## src/rtl/loader_pkg.sv

```systemverilog
// Shared definitions for the weight-ROM loader: FSM state encoding.
package loader_pkg;

  typedef enum logic [1:0] {
    IDLE  = 2'd0,
    LOAD  = 2'd1,
    DRAIN = 2'd2,
    DONE  = 2'd3
  } loader_state_t;

endpackage

```

## src/rtl/rom_loader.sv

```systemverilog
// Streams DEPTH words into an adjacent memory in ascending address order,
// then hands the address port back to the consumer and flags done.
//
// state | meaning
// ------+--------------------------------------------------------------
// IDLE  | waiting for start_i; consumer owns the memory address
// LOAD  | accepting words; each handshake writes one cycle later
// DRAIN | final registered write in flight, no more input accepted
// DONE  | memory contents valid; start_i begins a new pass
module rom_loader
  import loader_pkg::*;
#(
  parameter int ADDR_WIDTH = 3,
  parameter int WORD_SIZE  = 8,
  parameter int DEPTH      = 2 ** ADDR_WIDTH
) (
  input  logic                  clk_i,
  input  logic                  reset_i,
  input  logic                  start_i,
  input  logic [WORD_SIZE-1:0]  data_i,
  input  logic                  valid_i,
  output logic                  ready_o,
  input  logic [ADDR_WIDTH-1:0] rd_addr_i,
  output logic [ADDR_WIDTH-1:0] mem_addr_o,
  output logic [WORD_SIZE-1:0]  mem_data_o,
  output logic                  mem_wen_o,
  output logic                  done_o
);

  loader_state_t         state, state_nxt;
  logic [ADDR_WIDTH-1:0] cnt;
  logic [ADDR_WIDTH-1:0] wr_addr;
  logic                  handshake;
  logic                  last_beat;
  logic                  restart;

  assign ready_o    = (state == LOAD);
  assign done_o     = (state == DONE);
  assign handshake  = valid_i & ready_o;
  assign last_beat  = (cnt == ADDR_WIDTH'(DEPTH - 1));
  assign restart    = start_i & ((state == IDLE) | (state == DONE));
  assign mem_addr_o = mem_wen_o ? rd_addr_i : wr_addr;

  always_ff @(posedge clk_i or posedge reset_i) begin
    if (reset_i) state <= IDLE;
    else         state <= state_nxt;
  end

  always_comb begin
    state_nxt = state;
    case (state)
      IDLE:    if (start_i) state_nxt = LOAD;
      LOAD:    if (handshake && last_beat) state_nxt = DRAIN;
      DRAIN:   state_nxt = DONE;
      DONE:    if (start_i) state_nxt = LOAD;
      default: state_nxt = IDLE;
    endcase
  end

  // Counter saturates at DEPTH-1 so the address never wraps back to 0.
  always_ff @(posedge clk_i or posedge reset_i) begin
    if (reset_i) begin
      cnt        <= '0;
      wr_addr    <= '0;
      mem_data_o <= '0;
      mem_wen_o  <= 1'b1;
    end else begin
      mem_wen_o <= 1'b1;
      if (restart) cnt <= '0;
      if (handshake) begin
        mem_wen_o  <= 1'b0;
        mem_data_o <= data_i;
        wr_addr    <= cnt;
        if (!last_beat) cnt <= cnt + ADDR_WIDTH'(1);
      end
    end
  end

endmodule

```

## config.mk

```make
export PLATFORM = sky130hd
export DESIGN_NAME = rom_loader
export DESIGN_NICKNAME = d
export VERILOG_FILES = /design/src/rtl/loader_pkg.sv /design/src/rtl/rom_loader.sv
export SDC_FILE = /design/constraint.sdc
export NUM_CORES = 1
export LEC_CHECK = 0
export CAP_MARGIN = 20
export CORE_MARGIN = 5
export CORE_UTILIZATION = 42
export CTS_BUF_LIST = sky130_fd_sc_hd__clkbuf_16
export DETAILED_ROUTE_END_ITERATION = 8
export GPL_ROUTABILITY_DRIVEN = 0
export PLACE_DENSITY = 0.86
export SYNTH_ARGS = -nofsm -noshare
export SYNTH_HDL_FRONTEND = slang
export SYNTH_SLANG_ARGS = --single-unit
```

## constraint.sdc

```tcl
create_clock -name clk_i -period 2 [get_ports clk_i]
set_clock_uncertainty 0.15 [all_clocks]
set_input_delay 0.5 -clock clk_i [delete_from_list [all_inputs] [get_ports clk_i]]
set_output_delay 0.5 -clock clk_i [all_outputs]
set_load 0.05 [all_outputs]
```

**Word level (Yosys, flattened, before mapping)**

Index checks and enable logic that the tools add are counted.

- Logic and storage cells: 27
- Register bits: 17
- Output and inout bits: 14

- Equal/unequal tests: 6
- Bitwise operators: 3
- Muxes and demuxes: 8
- Add/sub/neg operators: 1
- Reduce and logical (&&, ||, !) cells: 4

Operators with widths:

| operator | number |
|---|---|
| $mux 3 | 4 |
| $pmux 2 s3 | 1 |
| $eq 2x2->1 const B | 2 |
| $mux 2 | 2 |
| $ne 2x1->1 const B | 2 |
| $add 3x1->3 const B | 1 |
| $eq 3x3->1 const B | 1 |
| $and 1x1->1 | 2 |
| $eq 2x1->1 const B | 1 |
| $logic_not 2->1 | 1 |
| $reduce_and 2->1 | 1 |
| $reduce_or 2->1 | 1 |
| $logic_and 1x1->1 | 1 |
| $mux 1 | 1 |
| $or 1x1->1 | 1 |

**Longest topological paths before layout**

- Word-level depth: 6
- Mapped depth: 6
- Gate-level depth less buffers: 5

**Worst setup path before layout**

OpenSTA, ideal clock, no wires.

- Path kind: register to register
- Start: reg state[1]
- End: reg mem_data_o[4]
- Arrival time: 1584 ps
- Required time: 1725 ps
- Setup slack: 141 ps
- Stages on the path, launching flop included: 6
- Cell sequence: dfrtp_1 inv_1 ha_1 nand2_4 buf_6 mux2_4

- Cells in the longest elaborated chain, start to end: 2

Ends and longest elaborated chain:

| element | RTL line | source |
|---|---|---|
| from (decl) | rom_loader.sv:30 | `loader_state_t state, state_nxt;` |
| from (signal assigned) | rom_loader.sv:46 | `else state <= state_nxt;` |
| $eq 2x1->1 | rom_loader.sv:37 | `assign ready_o = (state == LOAD);` |
| named net ready_o | rom_loader.sv:22 | `output logic ready_o,` |
| $and 1x1->1 | rom_loader.sv:39 | `assign handshake = valid_i & ready_o;` |
| to (signal assigned) | rom_loader.sv:72 | `mem_data_o <= data_i;` |
| to (decl) | rom_loader.sv:25 | `output logic [WORD_SIZE-1:0] mem_data_o,` |

The timed path passes the listed nets, and every way through them passes these cells.
A chain may end at the register's enable or synchronous reset.

**Final worst setup path**

- Start: reg mem_wen_o
- End: out mem_addr_o[1]

- Cells in the longest elaborated chain, start to end: 1

Ends and longest elaborated chain:

| element | RTL line | source |
|---|---|---|
| from (decl) | rom_loader.sv:26 | `output logic mem_wen_o,` |
| from (signal assigned) | rom_loader.sv:66 | `mem_wen_o <= 1'b1;` |
| from (signal assigned) | rom_loader.sv:68 | `mem_wen_o <= 1'b1;` |
| from (signal assigned) | rom_loader.sv:71 | `mem_wen_o <= 1'b0;` |
| $mux 3 | rom_loader.sv:42 | `assign mem_addr_o = mem_wen_o ? rd_addr_i : wr_addr;` |
| to (decl) | rom_loader.sv:24 | `output logic [ADDR_WIDTH-1:0] mem_addr_o,` |

Every way passes these cells.

==> metrics.txt <==
min-delay src=mem_data_o[3]; clock latency at the later pin of the worst-skew pair=0.24 ns; Power Density=1800 nW/µm²; clock root cell=clkbuf_16; startpoint type of the worst setup path=flip-flop; WP data arrival=1.36 ns; final antenna-violating net count=0; final hold viol count=0; DR vias/cell=5.06; FILL cells=111; Ports=29; first-pass GRT wire length=2630 µm; status=complete, but fails checks; grt ovf=0; RSZ-0062 raised after global routing=yes; Logic pwr share=54.8%; clock share of power=17.6%; sequential area share after synthesis=54.4%; Syn Nets=76; Die Y=53.2 µm; Lkg Pwr=0.567 nW; min-delay worst type=flip-flop to flip-flop; WL per Instance=14.8 µm; Power Total=2.17 mW; antenna cells=0; die width=53.2 µm; Die ar.=2830 µm²; Max IR drop VDD=0.810 mV; vias in the first global route=580; P_int=1.27 mW; Mapped Cells=56; layout cell share with drive strength beyond 1=38.6%; CP peak stage delay=0.58 ns; max_cap viols=0; CTS tree=built; pre-CTS worst setup slack=0.00662 ns; clk slew on worst S/H paths=0.05 ns; failing checks=negative setup slack; Worst Tran Pin Value=0.249 ns; clk buf depth=2; WHS Path Cells=1; DP HPWL=1220 µm; synthesis-stage register bit count=17; R2R cell count=3; syn_area_per_cell=14.0 µm²; H-tree Lvls=1; via count=572; Buf+Inv Stages, Crit Path=1; clock sinks=17; CP top delay family=flip-flops; final WL=1680 µm; WP data required=1.35 ns; TNS Setup=-0.0144 ns; worst-path cell chain=mux2_2 > buf_12; # DRC=0; fin util=69.4%; core area=1750 µm²; Worst Path Max Fanout=4; NetSw=0.906 mW; Finish-stage setup viols=3; synthesis-to-layout area growth=54.4%; nature of the critical path endpoint=output port; row cnt=15; switching share of total power=41.7%; slowest CP cell=dfstp_2; reg-to-reg startpoint=state[0]; Mapped Area=785 µm²; global-route usage over all layers=13.4%; Initial DRT Pass Iterations=4; Initial Util=44.9%; Final Slew Violations=0; Num CTS Buffers=3; max frequency=498 MHz; YS warnings=0; # resized after CTS=0; register-to-register setup slack=0.42 ns; Max transition margin=83.4%; DRT iter0 DRCs=4; min Tclk post-route=2.01 ns; Seq pwr share=27.6%; fin crit share=100%; Hold Path Sink=mem_data_o[3]; input/output buffers=28; initial antenna violation count=0; count of cell types in the netlist=15; largest net degree at the start of global routing=19; Final Net Count=109; CP Class=flip-flop to output port; worst reg2reg endpoint=mem_data_o[7]; Setup WS post-layout=-0.00668 ns
## power by group through the flow
stage | sequential (mW) | combinational (mW) | clock, mW
6_report | 0.601 | 1.19 | 0.382
5_1_grt | 0.618 | 1.25 | 0.403
4_1_cts | 0.601 | 1.20 | 0.391
3_5_place_dp | 0.604 | 1.19 | 0
3_3_place_gp | 0.593 | 1.17 | 0
2_1_floorplan | 0.894 | 0.475 | 0
## cells in the final DEF, fill, tap and decap left out, drive strengths merged, types with 3 or more instances in the layout
cell            n
nand2           3
inv             5
ha              5
clkbuf          3
buf            15
mux2           14
o211ai          3
clkdlybuf4s50  14
o31ai           3
dfrtp          16
## cell families after synthesis
group                    synth area share [%]
flip-flops                               54.4
buffers and inverters                    3.35
adder cells (fa/ha/maj)                  7.97
multiplexers                             21.5
AO/OA/AOI/OAI                            8.77
AND/OR/NAND/NOR                          3.99
## cell usage after synthesis (all sizes together)
cell	instances	area, µm²
o22ai	1	6.26
mux2	14	169
o21ai	2	10.0
a21boi	1	7.51
dfstp	1	26.3
buf	1	11.3
nor2b	2	12.5
o31ai	3	22.5
inv	4	15.0
ha	5	62.6
o211ai	3	22.5
dfrtp	16	400
nand2	3	18.8
## registers in the layout, summed over array words and instances, names as in the netlist
signal,cells
cnt,3
mem_data_o,8
mem_wen_o,1
state,2
wr_addr,3
## worst reg2reg max path, cell delays in order (launching register included)
cell and delay (ns):
dfrtp_1 0.40, ha_1 0.30, nand2_4 0.24, mux2_2 0.38
## how the worst max path moves through the flow
stage	slack [ns]	from	cells after the start	to
floorplan	0.14	state[1]	5	mem_data_o[4]
global placement	0.02	rd_addr_i[1]	3	mem_addr_o[1]
detailed placement	0.007	rd_addr_i[0]	3	mem_addr_o[0]
CTS	-0.01	mem_wen_o	2	mem_addr_o[1]
global route	-0.04	mem_wen_o	2	mem_addr_o[2]
finish	-0.007	mem_wen_o	2	mem_addr_o[1]
## metrics by stage
stage | instances | hold WS, ns | area, µm²
6_report | 113 | 0.352 | 1210
3_5_place_dp | 109 | 0.345 | 1130
4_1_cts | 113 | 0.356 | 1210
3_3_place_gp | 109 | 0.337 | 1130
2_1_floorplan | 56 | 0.275 | 785
5_1_grt | 113 | 0.377 | 1210
## cell type report
| class | instances | area [µm²] | share of cell area, % |
|---|---|---|---|
| flip-flops and latches | 17 | 427 | 35.2 |
| repair buffers | 29 | 328 | 27.1 |
| clock buffers | 3 | 75.1 | 6.20 |
| well taps | 25 | 31.3 | 2.58 |
| clock inverters | 1 | 3.75 | 0.310 |
| inverters | 4 | 15.0 | 1.24 |
| multi-input cells | 34 | 332 | 27.4 |
## layer usage
layer | track usage (%) | share of wire, % | routed length, µm
met2 | 23.9 | 55 | 917
met4 | 7.66 | 2.4 | 41
met1 | 14.1 | 36 | 608
met5 | 0 | 0 | 0
met3 | 3.10 | 6.4 | 108
## timing repair
item                       CTS  global route
gates cloned                 0             0
hold buffers                 0             0
setup endpoints to repair    3             3
buffers inserted             0             0
(Power assumes the default switching activity.)
==> patch, RTL diff (config.mk and constraints unchanged) <==
Set the parameter `ADDR_WIDTH` to 2 (it was 3).
--- a/src/rtl/rom_loader.sv
+++ b/src/rtl/rom_loader.sv
@@ -11,5 +11,5 @@
   import loader_pkg::*;
 #(
-  parameter int ADDR_WIDTH = 3,
+  parameter int ADDR_WIDTH = 2,
   parameter int WORD_SIZE  = 8,
   parameter int DEPTH      = 2 ** ADDR_WIDTH
Interface: changed (resized mem_addr_o and rd_addr_i); port bits go from 29 to 27. The function was not compared with the original's and may differ.
==> patch against the unedited design <==
  * Sequential power shrank 11%
  * Synthesized area down 15%
  * Critical path type is now input port to primary output
  * Wire length fell by 19%
  * Cell count decreased by 19%
  * Register-to-register slack got worse by 0.09 ns
  * Design area shrank 13%
  * First-iteration DRC count down 25%
  * Worst setup slack improved by 0.033 ns
  * Count of clock-buffer cells in the layout did not move
  * Largest power group unchanged
  * Power down 4.4%
  * Sequential cell count shrank 2
==> patch: results (changes against the unedited design) <==
Routing:
- The total iterations of the first detailed-routing run is 3 (-1).
- The amount of wire on met3 after detailed routing is 98 um (-9.3%).
- The detailed-route wire length is 1360 um (-19%).
- The mean number of vias per cell is 5.25 (+3.7%).
- The detailed-route wire length per cell is 14.7 um (-0.64%).
- The routed length on met2 is 613 um (-33%).

Timing:
- The total negative slack for setup checks came to 0 ns (+0.0144 ns).
- The slew at the pin with the worst max-slew slack is 0.552 ns (+0.304 ns).

Final layout:
- The final-stage net count is 94 (-14%).
- The fill cell total of the finished layout came to 109 (-1.8%).
- The post-layout utilization of the core was 70.1% (+0.71 points).

Outcome:
- The flow ran to the end, and the final reports show no timing, DRC or antenna violations.

Critical path:
- The biggest cell delay along the critical path is 0.40 ns (-0.18 ns).
- The largest fanout on the critical path is 1 (-3).
- The arrival time at the worst endpoint is 1.32 ns (-0.04 ns).
- Following the worst setup path forward leads to its endpoint at mem_addr_o[0].
- The minimum setup slack among reg-to-reg paths is 0.33 ns (-0.09 ns).
- The kind of cell adding the most delay to the critical path is buffers and inverters.
- The slowest stage of the critical path belongs to the cell sky130_fd_sc_hd__clkdlybuf4s50_1.

Power:
- The static leakage power was 0.501 nW (-12%).
- The worst vdd rail ir drop was 1150 uV (+42%).

Yosys:
- The sequential fraction of the synthesis area came to 56.2% (+1.8 points).
- The post-synthesis area per instance came to 14.3 um^2 (+1.9%).
- The post-synthesis compound-gate area fraction was 8.02% (-0.75 points).
- The synthesized-area fraction occupied by adder cells is 5.60% (-2.4 points).
- The number of nets produced by synthesis came to 64 (-16%).
- Sorting the synthesized cells by how often they occur yields sky130_fd_sc_hd__dfrtp_1 (14), sky130_fd_sc_hd__mux2_2 (7), sky130_fd_sc_hd__mux2_4 (5).

Min path:
- The startpoint identified for the worst hold timing path is mem_data_o[5].
- The hold-critical path endpoint is mem_data_o[5].

Placement:
- The area of placed instances is 970 um^2 (-14%).
- The total half-perimeter wirelength after legalization and detailed placement is 1020 um (-16%).
- The number of buffers added on ports came to 26 (-7.1%).

GRT:
- The via count of the first global-routing pass came to 508 (-12%).
## patch: changes by cell type after synthesis
cell,delta
sky130_fd_sc_hd__mux2_2,-4
sky130_fd_sc_hd__dfrtp_1,-2
sky130_fd_sc_hd__ha_1,-2
sky130_fd_sc_hd__mux2_4,+2
sky130_fd_sc_hd__inv_1,-1
sky130_fd_sc_hd__nand2_2,+1
sky130_fd_sc_hd__nand2_4,-1
sky130_fd_sc_hd__o211ai_1,-1
sky130_fd_sc_hd__o31ai_1,-1
## patch: timing repair
action,in CTS,in global routing
hold buffers,0,0
endpoints found under the setup margin,0,2
hold endpoints to repair,0,0
resized for setup,0,2
## patch: cell type report
type                       instances  area (um^2)  area share [%]
sequential                        15          377            35.7
timing repair buffer              26          290            27.5
multi-input combinational         28          279            26.4
clock buffer                       3         75.1            7.11
tap                               16         20.0            1.90
inverter                           3         11.3            1.07
clock inverter                     1         3.75           0.355
## patch: where the power goes
group	internal, mW	switching [mW]
clock network	0.264	0.115
logic	0.498	0.665
registers	0.447	0.0886
total	1.21	0.869
